===== config.mk =====
export PLATFORM = sky130hd
export DESIGN_NAME = z80_mem_xfer_seq
export DESIGN_NICKNAME = d
export VERILOG_FILES = /design/src/rtl/z80_mem_xfer_seq.sv
export SDC_FILE = /design/constraint.sdc
export NUM_CORES = 1
export LEC_CHECK = 0
export CELL_PAD_IN_SITES_DETAIL_PLACEMENT = 0
export CELL_PAD_IN_SITES_GLOBAL_PLACEMENT = 1
export CORE_ASPECT_RATIO = 1.2
export CORE_MARGIN = 5
export CORE_UTILIZATION = 41
export CTS_BUF_LIST = sky130_fd_sc_hd__clkbuf_2
export DETAILED_ROUTE_END_ITERATION = 7
export PLACE_DENSITY = 0.95
export SYNTH_ARGS = -nofsm -noshare
export SYNTH_HDL_FRONTEND = slang
export SYNTH_SLANG_ARGS = --single-unit

===== constraint.sdc =====
create_clock -name clk -period 11.1 [get_ports clk]
set_clock_uncertainty 0.2 [all_clocks]
set_input_delay 3.33 -clock clk [delete_from_list [all_inputs] [get_ports clk]]
set_output_delay 3.33 -clock clk [all_outputs]
set_load 0.005 [all_outputs]

===== src/rtl/z80_mem_xfer_seq.sv =====
// Byte-serial memory transfer sequencer for wide Z80 loads/stores (1..MAX_BYTES bytes).
// Issues one fixed-length, WAIT-stretchable bus access per byte and records per-slot address/data.
module z80_mem_xfer_seq #(
  parameter int MAX_BYTES  = 2,
  parameter bit BIG_ENDIAN = 1'b0,
  parameter int T_STATES   = 3
) (
  input  logic                     clk,
  input  logic                     reset,
  input  logic                     req_valid,
  output logic                     req_ready,
  input  logic                     req_write,
  input  logic [15:0]              req_addr,
  input  logic [2:0]               req_len,
  input  logic [8*MAX_BYTES-1:0]   req_wdata,
  output logic [15:0]              mem_addr,
  output logic [7:0]               mem_wdata,
  output logic                     mem_rd,
  output logic                     mem_wr,
  input  logic                     mem_wait,
  input  logic [7:0]               mem_rdata,
  output logic                     done,
  output logic [8*MAX_BYTES-1:0]   rdata,
  output logic [16*MAX_BYTES-1:0]  xfer_addr,
  output logic [8*MAX_BYTES-1:0]   xfer_data,
  output logic [2:0]               xfer_count
);

  localparam int              TW      = $clog2(T_STATES);
  localparam logic [TW-1:0]   T_LAST  = TW'(T_STATES - 1);
  localparam logic [2:0]      LEN_MAX = 3'(MAX_BYTES);

  typedef enum logic [1:0] {S_IDLE, S_ACCESS, S_DONE} state_t;

  state_t                  state_q, state_d;
  logic                    write_q, write_d;
  logic [15:0]             base_q, base_d;
  logic [2:0]              len_q, len_d;
  logic [8*MAX_BYTES-1:0]  wdata_q, wdata_d;
  logic [2:0]              idx_q, idx_d;
  logic [TW-1:0]           t_q, t_d;

  logic                    req_ready_q, req_ready_d;
  logic                    done_q, done_d;
  logic                    mem_rd_q, mem_rd_d;
  logic                    mem_wr_q, mem_wr_d;
  logic [15:0]             mem_addr_q, mem_addr_d;
  logic [7:0]              mem_wdata_q, mem_wdata_d;
  logic [8*MAX_BYTES-1:0]  rdata_q, rdata_d;
  logic [16*MAX_BYTES-1:0] xfer_addr_q, xfer_addr_d;
  logic [8*MAX_BYTES-1:0]  xfer_data_q, xfer_data_d;
  logic [2:0]              xfer_count_q, xfer_count_d;

  logic [15:0]             cur_addr;
  logic [2:0]              cur_vidx;
  logic                    strobe;

  // Value byte that belongs at address base+i under the configured byte order.
  function automatic logic [2:0] val_idx(input logic [2:0] len, input logic [2:0] i);
    if (BIG_ENDIAN) val_idx = len - 3'd1 - i;
    else            val_idx = i;
  endfunction

  function automatic logic [7:0] pick_byte(input logic [8*MAX_BYTES-1:0] v, input logic [2:0] k);
    pick_byte = 8'h00;
    for (int j = 0; j < MAX_BYTES; j++) begin
      if (3'(j) == k) pick_byte = v[8*j +: 8];
    end
  endfunction

  always_comb begin
    state_d      = state_q;
    write_d      = write_q;
    base_d       = base_q;
    len_d        = len_q;
    wdata_d      = wdata_q;
    idx_d        = idx_q;
    t_d          = t_q;
    rdata_d      = rdata_q;
    xfer_addr_d  = xfer_addr_q;
    xfer_data_d  = xfer_data_q;
    xfer_count_d = xfer_count_q;
    cur_addr     = base_q + {13'd0, idx_q};
    cur_vidx     = val_idx(len_q, idx_q);

    case (state_q)
      S_IDLE: begin
        if (req_valid) begin
          write_d      = req_write;
          base_d       = req_addr;
          len_d        = (req_len > LEN_MAX) ? LEN_MAX : req_len;
          wdata_d      = req_wdata;
          idx_d        = 3'd0;
          t_d          = '0;
          rdata_d      = '0;
          xfer_addr_d  = '0;
          xfer_data_d  = '0;
          xfer_count_d = 3'd0;
          state_d      = (len_d == 3'd0) ? S_DONE : S_ACCESS;
        end
      end
      S_ACCESS: begin
        if (t_q != T_LAST) begin
          t_d = t_q + 1'b1;
        end else if (!mem_wait) begin
          for (int j = 0; j < MAX_BYTES; j++) begin
            if (3'(j) == idx_q) begin
              xfer_addr_d[16*j +: 16] = cur_addr;
              xfer_data_d[8*j +: 8]   = write_q ? pick_byte(wdata_q, cur_vidx) : mem_rdata;
            end
            if (!write_q && 3'(j) == cur_vidx) rdata_d[8*j +: 8] = mem_rdata;
          end
          xfer_count_d = xfer_count_q + 3'd1;
          if (idx_q == len_q - 3'd1) begin
            state_d = S_DONE;
          end else begin
            idx_d = idx_q + 3'd1;
            t_d   = '0;
          end
        end
      end
      S_DONE:  state_d = S_IDLE;
      default: state_d = S_IDLE;
    endcase

    // Outputs are registered from next-state values so they line up with the state they describe.
    strobe      = (state_d == S_ACCESS);
    req_ready_d = (state_d == S_IDLE);
    done_d      = (state_d == S_DONE);
    mem_rd_d    = strobe && !write_d;
    mem_wr_d    = strobe && write_d;
    mem_addr_d  = strobe ? (base_d + {13'd0, idx_d}) : 16'h0000;
    mem_wdata_d = (strobe && write_d) ? pick_byte(wdata_d, val_idx(len_d, idx_d)) : 8'h00;
  end

  always_ff @(posedge clk) begin
    if (reset) begin
      state_q      <= S_IDLE;
      write_q      <= 1'b0;
      base_q       <= 16'h0000;
      len_q        <= 3'd0;
      wdata_q      <= '0;
      idx_q        <= 3'd0;
      t_q          <= '0;
      req_ready_q  <= 1'b1;
      done_q       <= 1'b0;
      mem_rd_q     <= 1'b0;
      mem_wr_q     <= 1'b0;
      mem_addr_q   <= 16'h0000;
      mem_wdata_q  <= 8'h00;
      rdata_q      <= '0;
      xfer_addr_q  <= '0;
      xfer_data_q  <= '0;
      xfer_count_q <= 3'd0;
    end else begin
      state_q      <= state_d;
      write_q      <= write_d;
      base_q       <= base_d;
      len_q        <= len_d;
      wdata_q      <= wdata_d;
      idx_q        <= idx_d;
      t_q          <= t_d;
      req_ready_q  <= req_ready_d;
      done_q       <= done_d;
      mem_rd_q     <= mem_rd_d;
      mem_wr_q     <= mem_wr_d;
      mem_addr_q   <= mem_addr_d;
      mem_wdata_q  <= mem_wdata_d;
      rdata_q      <= rdata_d;
      xfer_addr_q  <= xfer_addr_d;
      xfer_data_q  <= xfer_data_d;
      xfer_count_q <= xfer_count_d;
    end
  end

  assign req_ready  = req_ready_q;
  assign done       = done_q;
  assign mem_rd     = mem_rd_q;
  assign mem_wr     = mem_wr_q;
  assign mem_addr   = mem_addr_q;
  assign mem_wdata  = mem_wdata_q;
  assign rdata      = rdata_q;
  assign xfer_addr  = xfer_addr_q;
  assign xfer_data  = xfer_data_q;
  assign xfer_count = xfer_count_q;

endmodule


==> reports/metrics.yaml <==
outcome:
  status: "completed"
grt:
  grtUsageTotal: 0.2051
  antenna_found_initial: 0
  grt-ovfl-total: 0
  grt_pass1_wl_um: 27390
  grt_pass1_vias: 5328
  grt_max_degree: 114
final_layout:
  nets: 843
  fin_area_sq_um: 7700
  area_growth_pct: 29.67
  diodes: 0
  final_util: 0.5387
  fin_cells: 969
  layout-drive-gt1-share: 0.06045
timing:
  hold_violations: 0
  finalCriticalPeriod_ps: 7131
  setup_viol: 0
  drv_slew: 0
  rsz0062_at_grt: "false"
  worst_pin_slew_ps: 1204
  relSlewSlack: 0.1962
  max_freq_mhz: 140.2
  fin_crit_sh: 0.6424
  fin_setup_tns_ps: 0
routing:
  via_per_inst: 5.525
  first_pass_iters: 6
  drtIter0Drc: 457
  drt-total-wl_um: 17280
  routed-via-count: 5354
  drc: 0
  ant_nets: 0
  routedWlPerCell_um: 17.83
setup_path:
  worstSetupStartpointType: "input port"
  crit_required_ps: 11540
  crit_chain: "clkdlybuf4s50_1 > nor3b_4 > buf_4 > mux2i_1 > inv_1 > ha_1 > a21o_1 > a21oi_1 > or4_4 > or4_1 > and3_1"
  cp_data_arrival_time_ps: 7570
  crit_path_max_incr_delay_ps: 1000
  r2r-start: "state_q[0]$_SDFF_PP0_"
  startpoint: "req_valid"
  rrSetupSlack_ps: 6590
  crit_type: "in -> reg"
  r2r-end: "mem_addr[15]$_SDFF_PP0_"
  cp_max_fo: 27
  reg2regPathDepth: 10
  cp_num_buf_inv: 3
  slowest_stage: "nor3b_4"
  end_kind: "register"
  critPathTopFamily: "simple AND/OR/NAND/NOR gates"
cts:
  cts_root_buffer: "clkbuf_2"
  tritoncts: "done"
  insertion_delay_ps: 720
  hold_buffers: 0
  post_cts_buffers: 0
  path_clk_slew_ps: 210
  numCtsBuffers: 17
  clock_path_buffers: 2
  h-tree-depth: 4
  cts_sinks: 138
  cts_resized: 0
power_and_ir_drop:
  ir_drop_mv: 0.06048
  p_leak_nw: 2.828
  cellPowerDensity_nw_per_um2: 127.9
logic_synthesis:
  netlist_area_sq_um: 5938
  synthArstFlopShare: 0
  syn_area_per_cell_sq_um: 9.025
  synth-edff-count: 0
  yosysSeqAreaShare: 0.4652
  synth_warnings: 0
  synthFlopType: "dfxtp_1"
  synthTopCellsByArea: "dfxtp_1 (47%), mux2i_1 (6.4%), nor2_1 (5.4%), nand2_1 (4.4%), a21oi_1 (4.1%)"
  syn-num-nets: 719
  synth_area_leader_cell: "dfxtp_1"
  ys_ff_latch: 138
  netlist.area_leader.share: 0.4652
  syn_inst: 658
  ys_types: 57
placement:
  place.gp.congestion: 0.8500
  place_hpwl_um: 12860
  place_area_sq_um: 7426
  portBuffers: 142
  dp.cells: 938
min_path:
  whs_path_depth: 2
  hold_path_end: "xfer_addr[30]$_SDFFE_PP0P_"
  hold_path_class: "reg -> reg"
  hp-start: "xfer_addr[30]$_SDFFE_PP0P_"
floorplan:
  die_w_um: 119.9
  die_area_sq_um: 17000
  fp.coreArea_sq_um: 14290
  die_y_um: 141.8
  start_util: 0.4154
  io_pins: 143
  core.rowCount: 48
job:
  max-cap-violations: 0
[worst max path at each step]
| stage | to | depth (start not counted) |
|---|---|---|
| 2_1_floorplan | mem_addr[15]$_SDFF_PP0_ | 13 |
| 3_3_place_gp | mem_addr[15]$_SDFF_PP0_ | 11 |
| 3_5_place_dp | mem_addr[15]$_SDFF_PP0_ | 11 |
| 4_1_cts | mem_addr[15]$_SDFF_PP0_ | 11 |
| 5_1_grt | mem_addr[15]$_SDFF_PP0_ | 11 |
| 6_report | mem_addr[15]$_SDFF_PP0_ | 11 |
[layout make-up]
class | count | area [sq um]
fill | 1322 | 6594
multi-input combinational | 466 | 2950
sequential | 138 | 2763
timing repair buffer | 145 | 1441
tap | 175 | 219.0
clock inverter | 12 | 178.9
clock buffer | 19 | 95.09
inverter | 14 | 52.55
[cell usage in the layout (no fill, tap or decap), drive strengths merged, types with 8 or more instances in the layout]
cell             n
nor4             9
o21ai           18
dfxtp          138
xnor2            8
mux2i           39
a22oi           24
a21boi           9
xor2            10
nand3b           8
ha              11
inv             14
nand3           23
nor2            86
clkbuf          19
nor3            12
nand2           69
clkdlybuf4s50  141
nand2b           8
a31oi            8
a21oi           49
a2111oi          8
[synth_stat cells, types with 2 or more instances]
master and instances:
fa_1 2, and4_1 2, or3b_2 2, and2_1 4
o31a_1 2, nor3b_1 3, and3_1 3, a22oi_1 24
ha_1 11, nor4_1 9, xnor2_1 8, clkbuf_1 27
a2111oi_2 8, a21o_1 4, xor2_1 10, o21ai_0 18
o21a_1 3, dfxtp_1 138, buf_2 8, nand3b_1 8
mux2i_1 38, or4_1 2, nor3_1 12, nor2b_1 7
a21oi_1 49, mux2_2 2, nand4bb_1 2, o211ai_1 2
inv_1 14, a211oi_1 2, nand2b_1 8, nand2_1 69
a21boi_0 9, buf_6 3, or3_1 7, nand4_1 3
nand3_1 22, a31oi_1 8, a221oi_1 2, nor2_1 86
[logic make-up after synthesis]
family / share of synthesized area
flops: 0.4652
compound gates: 0.1591
mux: 0.07016
simple gates: 0.2050
buf+inv: 0.04024
fa+ha+maj: 0.02992
xor+xnor: 0.03034
[power breakdown]
part           internal (mW)  total (mW)  leakage [nW]  switching (mW)
registers              0.511       0.526          1.12          0.0156
clock network          0.167       0.342         0.165           0.175
logic                 0.0522       0.117          1.54          0.0643
[worst register-to-register path: stages, from the launching register on]
cell,delay (ps)
dfxtp_1,490
nor3b_4,1040
buf_4,510
mux2i_1,410
inv_1,90
ha_1,290
a21o_1,130
a21oi_1,140
or4_4,460
or4_1,530
and3_1,180
[metal layers]
layer	global-route usage	wire, um	vias up
met5	0	0	-
met1	0.2274	6784	2581
li1	-	-	2571
met4	0.08142	476	0
met3	0.05622	962	31
met2	0.3711	9051	171
[metrics by stage]
| stage | setup WS [ps] | hold WS, ps | total power [mW] |
|---|---|---|---|
| after floorplan | 4310 | 248.2 | 0.6003 |
| after detailed placement | 3201 | 245.5 | 0.6535 |
| after global placement | 3402 | 246.0 | 0.6496 |
| after global routing | 3748 | 293.8 | 1.030 |
| after CTS | 4023 | 268.0 | 0.9926 |
| final | 3969 | 268.2 | 0.9848 |
[flip-flops by register name (all words and copies together) (netlist names), 3 cells and up]
register / count
wdata_q: 16
xfer_data: 16
base_q: 16
mem_wdata: 8
xfer_addr: 32
rdata: 16
cur_vidx: 3
xfer_count: 3
mem_addr: 16
len_q: 3
(Power assumes the default switching activity.)
